### src/rtl/lampfpu_sqrt_iter_if.sv
// lampfpu_sqrt_iter_if: operand/result bus of the iterative square-root unit.
//   Operand side : valid_i/ready_o handshake, sign, extended exponent,
//                  mantissa with explicit hidden bit, leading-zero count, class flags.
//   Result side  : valid_o/ready_i handshake, sign, biased exponent,
//                  extended mantissa {hidden, fraction, 3 guard, sticky},
//                  isToRound_o, isInvalid_o.
//   master : the surrounding FPU (drives operands, consumes results).
//   slave  : the sqrt unit.
interface lampfpu_sqrt_iter_if #(
    parameter int E_DW = 8,
    parameter int F_DW = 7
);
    localparam int NLZ_W = $clog2(F_DW+1);

    logic              valid_i;
    logic              ready_o;
    logic              s_i;
    logic [E_DW:0]     extE_i;
    logic [F_DW:0]     extF_i;
    logic [NLZ_W-1:0]  nlz_i;
    logic              isZ_i;
    logic              isInf_i;
    logic              isSNAN_i;
    logic              isQNAN_i;

    logic              valid_o;
    logic              ready_i;
    logic              s_res_o;
    logic [E_DW-1:0]   e_res_o;
    logic [F_DW+4:0]   f_res_o;
    logic              isToRound_o;
    logic              isInvalid_o;

    modport master (
        output valid_i, s_i, extE_i, extF_i, nlz_i, isZ_i, isInf_i, isSNAN_i, isQNAN_i, ready_i,
        input  ready_o, valid_o, s_res_o, e_res_o, f_res_o, isToRound_o, isInvalid_o
    );

    modport slave (
        input  valid_i, s_i, extE_i, extF_i, nlz_i, isZ_i, isInf_i, isSNAN_i, isQNAN_i, ready_i,
        output ready_o, valid_o, s_res_o, e_res_o, f_res_o, isToRound_o, isInvalid_o
    );
endinterface

### src/rtl/lampfpu_sqrt_iter.sv
// lampfpu_sqrt_iter: iterative square root, one root bit per cycle
// (restoring digit recurrence), for the lampFPU datapath.
//   clk, rst : clock, synchronous active-high reset
//   bus      : lampfpu_sqrt_iter_if.slave (operand and result handshakes)
//   flush_i  : only with LAMP_SQRT_FLUSH_EN defined; aborts any operation
//              and returns to IDLE on the next edge.
// Latency from the accept edge: ITER+1 edges (normal), 2 edges (special),
// counting the accept edge itself.
module lampfpu_sqrt_iter #(
    parameter int E_DW   = 8,
    parameter int F_DW   = 7,
    parameter int E_BIAS = 2**(E_DW-1)-1
) (
    input  logic clk,
    input  logic rst,
`ifdef LAMP_SQRT_FLUSH_EN
    input  logic flush_i,
`endif
    lampfpu_sqrt_iter_if.slave bus
);
    localparam int ITER   = F_DW+5;
    localparam int ROOT_W = F_DW+4;
    localparam int REM_W  = F_DW+7;
    localparam int RAD_W  = 2*ROOT_W;
    localparam int CNT_W  = $clog2(ITER);
    localparam int EX_W   = E_DW+2;

    typedef enum logic [1:0] {IDLE, SPEC, CALC, DONE} state_t;
    state_t state, state_nx;

    logic              accept, special_in;
    logic              s_q, z_q, inf_q, snan_q, nan_q;
    logic [RAD_W-1:0]  rad_q;
    logic [REM_W-1:0]  rem_q;
    logic [ROOT_W-1:0] root_q;
    logic [CNT_W-1:0]  cnt_q;
    logic [E_DW-1:0]   e_calc_q;

    logic              res_s, res_round, res_inv;
    logic [E_DW-1:0]   res_e;
    logic [F_DW+4:0]   res_f;

    // operand pre-computation, consumed on the accept edge
    logic [F_DW:0]        m;
    logic signed [EX_W-1:0] e_unb, e_half;
    logic [F_DW+1:0]      rad_top;
    logic [E_DW-1:0]      e_res_in;

    // one recurrence step
    logic [REM_W-1:0]  rem_sh;
    logic [REM_W:0]    diff;
    logic              bit_ok;

    assign accept     = bus.valid_i & (state == IDLE);
    assign special_in = bus.isZ_i | bus.isInf_i | bus.isSNAN_i | bus.isQNAN_i | bus.s_i;

    assign m        = bus.extF_i << bus.nlz_i;
    assign e_unb    = EX_W'({1'b0, bus.extE_i}) - EX_W'(E_BIAS) - EX_W'(bus.nlz_i);
    assign e_half   = e_unb >>> 1;
    assign e_res_in = E_DW'(e_half + EX_W'(E_BIAS));
    // odd exponent: fold one factor of 2 into the radicand, giving [2,4)
    assign rad_top  = e_unb[0] ? {m, 1'b0} : {1'b0, m};

    assign rem_sh = {rem_q[REM_W-3:0], rad_q[RAD_W-1 -: 2]};
    assign diff   = {1'b0, rem_sh} - (REM_W+1)'({root_q, 2'b01});
    assign bit_ok = ~diff[REM_W];

    assign bus.ready_o     = (state == IDLE);
    assign bus.valid_o     = (state == DONE);
    assign bus.s_res_o     = res_s;
    assign bus.e_res_o     = res_e;
    assign bus.f_res_o     = res_f;
    assign bus.isToRound_o = res_round;
    assign bus.isInvalid_o = res_inv;

    always_ff @(posedge clk) begin
        if (rst) state <= IDLE;
        else     state <= state_nx;
    end

    always_comb begin
        state_nx = state;
        case (state)
            IDLE: if (accept) state_nx = special_in ? SPEC : CALC;
            SPEC: state_nx = DONE;
            CALC: if (cnt_q == CNT_W'(ITER-1)) state_nx = DONE;
            DONE: if (bus.ready_i) state_nx = IDLE;
            default: state_nx = IDLE;
        endcase
`ifdef LAMP_SQRT_FLUSH_EN
        if (flush_i) state_nx = IDLE;
`endif
    end

    always_ff @(posedge clk) begin
        if (rst) begin
            s_q       <= 1'b0;
            z_q       <= 1'b0;
            inf_q     <= 1'b0;
            snan_q    <= 1'b0;
            nan_q     <= 1'b0;
            rad_q     <= '0;
            rem_q     <= '0;
            root_q    <= '0;
            cnt_q     <= '0;
            e_calc_q  <= '0;
            res_s     <= 1'b0;
            res_e     <= '0;
            res_f     <= '0;
            res_round <= 1'b0;
            res_inv   <= 1'b0;
        end else begin
            case (state)
                IDLE: if (accept) begin
                    s_q      <= bus.s_i;
                    z_q      <= bus.isZ_i;
                    inf_q    <= bus.isInf_i;
                    snan_q   <= bus.isSNAN_i;
                    nan_q    <= bus.isSNAN_i | bus.isQNAN_i;
                    rad_q    <= {rad_top, (RAD_W-F_DW-2)'(0)};
                    rem_q    <= '0;
                    root_q   <= '0;
                    cnt_q    <= '0;
                    e_calc_q <= e_res_in;
                end
                SPEC: begin
                    res_round <= 1'b0;
                    res_f     <= '0;
                    res_inv   <= 1'b0;
                    if (nan_q) begin
                        res_s             <= 1'b0;
                        res_e             <= '1;
                        res_f[F_DW+3]     <= 1'b1;
                        res_inv           <= snan_q;
                    end else if (z_q) begin
                        res_s <= s_q;
                        res_e <= '0;
                    end else if (s_q) begin
                        // -Inf or negative nonzero finite
                        res_s         <= 1'b0;
                        res_e         <= '1;
                        res_f[F_DW+3] <= 1'b1;
                        res_inv       <= 1'b1;
                    end else begin
                        res_s <= 1'b0;
                        res_e <= '1;
                    end
                end
                CALC: begin
                    cnt_q <= cnt_q + 1'b1;
                    if (cnt_q < CNT_W'(ROOT_W)) begin
                        rad_q  <= rad_q << 2;
                        root_q <= {root_q[ROOT_W-2:0], bit_ok};
                        rem_q  <= bit_ok ? diff[REM_W-1:0] : rem_sh;
                    end else begin
                        // root already in [1,2): no post-normalisation
                        res_s     <= s_q;
                        res_e     <= e_calc_q;
                        res_f     <= {root_q, |rem_q};
                        res_round <= 1'b1;
                        res_inv   <= 1'b0;
                    end
                end
                default: ;
            endcase
        end
    end

    // inf_q is implied by the class priority (non-NaN, non-zero, positive)
    logic unused_ok;
    assign unused_ok = inf_q;
endmodule
### src/flat_wrapper.sv
// flat-port wrapper written by rule: the top's interface ports become plain ports
module lampfpu_sqrt_iter_flat 
#(
    parameter int E_DW   = 8,
    parameter int F_DW   = 7,
    parameter int E_BIAS = 2**(E_DW-1)-1
)
  (clk, rst, bus_valid_i, bus_s_i, bus_extE_i, bus_extF_i, bus_nlz_i, bus_isZ_i, bus_isInf_i, bus_isSNAN_i, bus_isQNAN_i, bus_ready_i, bus_ready_o, bus_valid_o, bus_s_res_o, bus_e_res_o, bus_f_res_o, bus_isToRound_o, bus_isInvalid_o);
  lampfpu_sqrt_iter_if #(.E_DW(E_DW), .F_DW(F_DW)) bus_i ();
  input  logic clk;
  input  logic rst;
  input wire logic [$bits(bus_i.valid_i)-1:0] bus_valid_i;
  input wire logic [$bits(bus_i.s_i)-1:0] bus_s_i;
  input wire logic [$bits(bus_i.extE_i)-1:0] bus_extE_i;
  input wire logic [$bits(bus_i.extF_i)-1:0] bus_extF_i;
  input wire logic [$bits(bus_i.nlz_i)-1:0] bus_nlz_i;
  input wire logic [$bits(bus_i.isZ_i)-1:0] bus_isZ_i;
  input wire logic [$bits(bus_i.isInf_i)-1:0] bus_isInf_i;
  input wire logic [$bits(bus_i.isSNAN_i)-1:0] bus_isSNAN_i;
  input wire logic [$bits(bus_i.isQNAN_i)-1:0] bus_isQNAN_i;
  input wire logic [$bits(bus_i.ready_i)-1:0] bus_ready_i;
  output wire logic [$bits(bus_i.ready_o)-1:0] bus_ready_o;
  output wire logic [$bits(bus_i.valid_o)-1:0] bus_valid_o;
  output wire logic [$bits(bus_i.s_res_o)-1:0] bus_s_res_o;
  output wire logic [$bits(bus_i.e_res_o)-1:0] bus_e_res_o;
  output wire logic [$bits(bus_i.f_res_o)-1:0] bus_f_res_o;
  output wire logic [$bits(bus_i.isToRound_o)-1:0] bus_isToRound_o;
  output wire logic [$bits(bus_i.isInvalid_o)-1:0] bus_isInvalid_o;
  assign bus_i.valid_i = bus_valid_i;
  assign bus_i.s_i = bus_s_i;
  assign bus_i.extE_i = bus_extE_i;
  assign bus_i.extF_i = bus_extF_i;
  assign bus_i.nlz_i = bus_nlz_i;
  assign bus_i.isZ_i = bus_isZ_i;
  assign bus_i.isInf_i = bus_isInf_i;
  assign bus_i.isSNAN_i = bus_isSNAN_i;
  assign bus_i.isQNAN_i = bus_isQNAN_i;
  assign bus_i.ready_i = bus_ready_i;
  assign bus_ready_o = bus_i.ready_o;
  assign bus_valid_o = bus_i.valid_o;
  assign bus_s_res_o = bus_i.s_res_o;
  assign bus_e_res_o = bus_i.e_res_o;
  assign bus_f_res_o = bus_i.f_res_o;
  assign bus_isToRound_o = bus_i.isToRound_o;
  assign bus_isInvalid_o = bus_i.isInvalid_o;
  lampfpu_sqrt_iter #(.E_DW(E_DW), .F_DW(F_DW), .E_BIAS(E_BIAS)) u_core (.clk(clk), .rst(rst), .bus(bus_i));
endmodule
### config.mk
export PLATFORM = sky130hd
export DESIGN_NAME = lampfpu_sqrt_iter_flat
export DESIGN_NICKNAME = d
export VERILOG_FILES = /design/src/rtl/lampfpu_sqrt_iter_if.sv /design/src/rtl/lampfpu_sqrt_iter.sv /design/src/flat_wrapper.sv
export SDC_FILE = /design/constraint.sdc
export NUM_CORES = 1
export LEC_CHECK = 0
export BUFFER_PORTS_ARGS = -buffer_cell sky130_fd_sc_hd__buf_2
export CAP_MARGIN = 20
export CORE_MARGIN = 1
export CORE_UTILIZATION = 53
export CTS_CLUSTER_DIAMETER = 100
export DETAILED_ROUTE_END_ITERATION = 10
export PLACE_DENSITY = 0.75
export SLEW_MARGIN = 20
export SYNTH_ARGS = -nofsm -noshare
export SYNTH_HDL_FRONTEND = slang
export SYNTH_SLANG_ARGS = --single-unit
### constraint.sdc
create_clock -name clk -period 3.1 [get_ports clk]
set_input_delay 0.62 -clock clk [delete_from_list [all_inputs] [get_ports clk]]
set_output_delay 0.62 -clock clk [all_outputs]
set_load 0.02 [all_outputs]
---- Yosys cells after proc, flatten, opt, wreduce, memory -nomap -nowiden ----
Cells that the tools add are included.
Widths: inputs -> output; s select.
storage, ports and cells
  flip-flop bits (word level) ............. 88
  logic and storage cells ................. 83
cells by class
  $add $sub $neg .......................... 5
  bitwise operators ....................... 7
  reductions and logical operators ........ 9
  multiplexer cells ....................... 36
  shift-type cells ........................ 1
  order comparisons ....................... 1
  equality and inequality tests ........... 9
operator list
  cell                 count
  $mux 22              2
  $pmux 22 s2          1
  $mux 14              3
  $pmux 14 s2          1
  $mux 8               3
  $pmux 12 s2          1
  $mux 11              2
  $pmux 11 s2          1
  $pmux 8 s2           1
  $sub 14x13->15       1
  $reduce_or 14->1     1
  $mux 12              1
  $mux 1               9
  $mux 9               1
  $sub 9x3->9          1
  $sub 9x7->9 const B  1
  $add 8x8->8 const B  1
  $mux 2               4
  $pmux 2 s4           1
  $pmux 4 s2           1
  $shl 8x3->8          1
  $ne 2x1->1 const B   3
  $pmux 1 s2           3
  $reduce_and 2->1     3
  13 further kinds     21

---- Depth between registers and ports, before layout ----
  depth after elaboration ................. 7
  gate-level depth with buffers ........... 13

---- Least setup slack after synthesis ----
OpenSTA, ideal clock, no wires.
  path kind ............................... input port to flip-flop
  start ................................... input port bus_nlz_i[0]
  end ..................................... register u_core.e_calc_q[7]
  path slack .............................. -166 ps
  cell stages on the path ................. 13
  data required time ...................... 3,021 ps
  data arrival time ....................... 3,187 ps
  cell sequence ........................... buf_2 -> inv_1 -> ha_1 -> ha_1 -> inv_1 -> fa_1 -> and2b_2 -> o31ai_1 -> mux2_2 -> a2111oi_4 -> nand3b_1 -> xnor3_1 -> a211oi_2
on the way
  longest elaborated chain between the ends .. 2
RTL lines
  item                  line                      RTL
  from (decl)           flat_wrapper.sv:16        input wire logic [$bits(bus_i.nlz_i)-1:0] bus_nlz_i;
  $sub 9x3->9           lampfpu_sqrt_iter.sv:58   assign e_unb = EX_W'({1'b0, bus.extE_i}) - EX_W'(E_BIAS) - EX_W'(bus.nlz_i);
  $add 8x8->8           lampfpu_sqrt_iter.sv:60   assign e_res_in = E_DW'(e_half + EX_W'(E_BIAS));
  to (signal assigned)  lampfpu_sqrt_iter.sv:124  e_calc_q <= e_res_in;
  to (decl)             lampfpu_sqrt_iter.sv:37   logic [E_DW-1:0] e_calc_q;
No other way between the ends.
A chain may end at the register's enable or synchronous reset.

---- Worst setup path in the final report ----
  start ................................... input port bus_nlz_i[1]
  end ..................................... register u_core.e_calc_q[7]
The elaborated chain is that of the path after synthesis.

==> summary.md <==
| Metric | Value |
|---|---|
| Top FF cell, synth | `dfxtp_1` |
| Netlist cell types | `57` |
| Drt pass-1 iters | `5` |
| Seq pwr share | `26.2%` |
| FF+latch area | `1500 um2` |
| Worst skew pair latency | `0.34 ns` |
| Htree depth | `3` |
| # Post-CTS Setup Buffers | `0` |
| Layout Nets | `648` |
| Clock Path Buffers | `2` |
| Crit path DAT | `3.12 ns` |
| Vias in the first global route | `3821` |
| CP Capture Type | `flop` |
| CTS root buf | `clkbuf_8` |
| First-pass GRT wire length | `17500 um` |
| VDD IR max | `600 uV` |
| RePlAce Congestion | `0.868` |
| Crit-path max FO | `2` |
| Mapped Nets | `596` |
| Post-synth EDFFs | `0` |
| P_int | `2.71 mW` |
| Yosys warnings | `0` |
| Leak pwr | `2.06 nW` |
| Cts repair resizes | `0` |
| Slew headroom | `28.5%` |
| Tot Pwr | `4.87 mW` |
| Register area share after synthesis | `34.1%` |
| Routed length per instance | `14.6 um` |
| Count of final hold-check violations | `0` |
| Sw frac | `44.3%` |
| Num rows | `32` |
| Dpl hpwl | `7470 um` |
| Fmax | `351 MHz` |
| Clock sink count | `75` |
| Initial core utilization | `55.8%` |
| PwrDens | `970 nW/um2` |
| Fin Clk Skew | `0.00923 ns` |
| Post-synthesis register bit count | `75` |
| CP required | `3.37 ns` |
| Ports | `54` |
| Post-Synthesis Cells | `538` |
| Pin count of the biggest net entering global routing | `62` |
| Async set-reset flop share out of synthesis | `0%` |
| Clock power share | `17.4%` |
| Vias/cell | `5.80` |
| CTS clk-pin slew, worst paths | `0.08 ns` |
| Maxcap violations | `0` |
| Worst-Margin Slew | `1.07 ns` |
| Post-Route WL | `10200 um` |
| Vias | `4041` |
| Multi-input combinational cell area | `2660 um2` |
| CTS tree | `built` |
| Period utilization | `91.9%` |
| # DRC | `0` |
| Core area | `7890 um2` |
| Gr usage total | `25.1%` |
| GRT overflow | `0` |
| Post-CTS Hold Fix Bufs | `0` |
| CTS Buf Count | `9` |
| Final slew viol count | `0` |
| Die height | `93.1 um` |
| Initial DRC count | `260` |
| Setup TNS | `0 ns` |
| CP Class | `in -> reg` |
| Combinational share of power | `56.3%` |
| Setup violations, final | `0` |
| Cell Area, Synth | `4400 um2` |
| Layout cells sized above 1 | `17.5%` |
| Min Tclk post-route | `2.85 ns` |
| Area grow syn2layout | `14.2%` |
| N_diodes | `0` |
| Chip Width | `93.1 um` |
| CP startpoint kind | `input port` |
| Initial antenna violation count | `0` |
| Routed Antenna Nets | `0` |
| Status | `completed` |
| Port Buffers | `53` |
| Full die area | `8670 um2` |
| HP Class | `reg -> reg` |
| Fill count | `713` |
| RSZ-0062 raised after global routing | `false` |
| Switch Pwr | `2.16 mW` |
| Syn Area/Cell | `8.17 um2` |
==> kinds of logic after synthesis <==
kind of cell	after synthesis	share of synthesized area (%)
buffers and inverters	62	5.43
adder cells (fa/ha/maj)	29	8.42
XOR/XNOR	20	4.30
multiplexers	22	6.54
AND/OR/NAND/NOR	188	19.5
flip-flops	75	34.1
AO/OA/AOI/OAI	142	21.7
==> cell usage after synthesis, drive strengths merged, types with 2 or more instances <==
library cell / number / share of area (%)
a21oi: 41 / 4.8
nor4: 3 / 0.43
nand2b: 5 / 0.71
o31ai: 3 / 0.51
o21ai: 32 / 3.7
a31oi: 2 / 0.28
xor2: 11 / 2.2
a311o: 2 / 0.48
nand4: 3 / 0.43
nand3: 19 / 2.2
a22o: 2 / 0.40
nor3: 16 / 1.8
a32oi: 3 / 0.60
mux4: 5 / 2.6
xnor2: 8 / 1.6
nor2: 63 / 5.4
ha: 28 / 8.0
a21o: 2 / 0.34
and2: 2 / 0.28
or2: 3 / 0.43
dfxtp: 75 / 34
o21a: 2 / 0.34
mux2i: 13 / 3.0
nor2b: 7 / 1.0
and3: 2 / 0.28
a311oi: 3 / 0.60
a22oi: 17 / 2.9
a222oi: 2 / 0.46
nand3b: 3 / 0.51
inv: 35 / 3.0
or3: 2 / 0.28
a211oi: 15 / 2.7
buf: 3 / 0.40
nor3b: 3 / 0.51
o311ai: 2 / 0.57
o211ai: 8 / 1.4
clkbuf: 24 / 2.0
nand2: 54 / 4.6
mux2: 4 / 1.0
==> through the flow <==
step                      util, %  instance area [um2]  worst slack, ns  hold slack (ns)  instances
after global routing         63.7                 5020           0.0780            0.491        697
final                        63.7                 5020            0.251            0.460        697
after CTS                    63.7                 5020            0.244            0.459        697
after detailed placement     60.8                 4800           -0.115            0.449        681
after global placement       60.8                 4800          0.00488            0.442        681
after floorplan                 -                 4400           0.0885            0.425        538
==> worst max-delay path: stages <==
cell,delay (ns)
buf_2,0.11
ha_1,0.27
inv_1,0.04
ha_1,0.20
inv_1,0.07
fa_1,0.18
and2b_2,0.23
o31ai_1,0.23
mux2_2,0.40
a2111oi_4,0.22
nand3b_1,0.13
xnor3_1,0.20
a211oi_2,0.22
==> routing by layer <==
metal / wire length, um / track usage [%] / part of all wire (%) / vias to the layer above
met2: 4600 / 40.2 / 45 / 111
met4: 154 / 8.97 / 1.5 / 0
met5: 0 / 0 / 0 / -
met3: 465 / 3.58 / 4.6 / 15
met1: 4940 / 34.4 / 49 / 1884
li1: - / - / - / 2031
==> flip-flops by register name (all words and copies together) (netlist names) <==
name / cells
u_core.rad_q: 9
u_core.nan_q: 1
u_core.snan_q: 1
u_core.z_q: 1
u_core.rem_q: 14
u_core.cnt_q: 4
u_core.s_q: 1
u_core.bus.f_res_o: 12
u_core.bus.e_res_o: 8
u_core.state: 2
u_core.root_q: 11
u_core.bus.isToRound_o: 1
u_core.e_calc_q: 8
u_core.bus.s_res_o: 1
u_core.bus.isInvalid_o: 1
==> power by group through the flow <==
stage	clock (mW)	combinational [mW]	sequential, mW
after detailed placement	0	2.71	1.30
after global routing	0.899	3.06	1.30
after global placement	0	2.66	1.29
final	0.849	2.74	1.28
after CTS	0.859	2.72	1.27
after floorplan	0	2.11	1.32
==> layout make-up <==
cell class / count / share of cell area (%)
repair buffers: 68 / 7.52
flip-flops and latches: 75 / 29.9
multi-input cells: 401 / 52.9
well taps: 102 / 2.54
clock buffers: 10 / 2.74
inverters: 35 / 2.62
clock inverters: 6 / 1.77
==> final timing paths <==
check	slack [ns]	cells past startpoint	from	endpoint
worst min register to register	0.46	2	u_core.bus.f_res_o[10]	u_core.bus.f_res_o[10]
worst max-delay path	0.25	13	bus_nlz_i[1]	u_core.e_calc_q[7]
worst max register to register	0.46	9	u_core.root_q[2]	u_core.rem_q[13]
worst min-delay path	0.46	2	u_core.bus.f_res_o[10]	u_core.bus.f_res_o[10]
==> cell usage in the layout, fill, tap and decap left out, types with 4 or more instances in the layout <==
cell | Yosys | routed
nand3_1 | 19 | 19
a22oi_1 | 17 | 17
clkbuf_8 | 0 | 10
buf_2 | 2 | 53
mux4_2 | 5 | 5
o21ai_0 | 29 | 29
nor3_1 | 16 | 16
nor2_1 | 63 | 63
dfxtp_1 | 75 | 75
buf_4 | 1 | 15
nand2_1 | 54 | 54
xnor2_1 | 8 | 8
inv_1 | 35 | 35
a211oi_1 | 14 | 14
mux2_2 | 4 | 4
o211ai_1 | 8 | 8
nand2b_1 | 5 | 5
xor2_1 | 11 | 11
a21oi_1 | 39 | 39
nor2b_1 | 7 | 7
ha_1 | 28 | 28
mux2i_1 | 13 | 13
(Power assumes the default switching activity.)
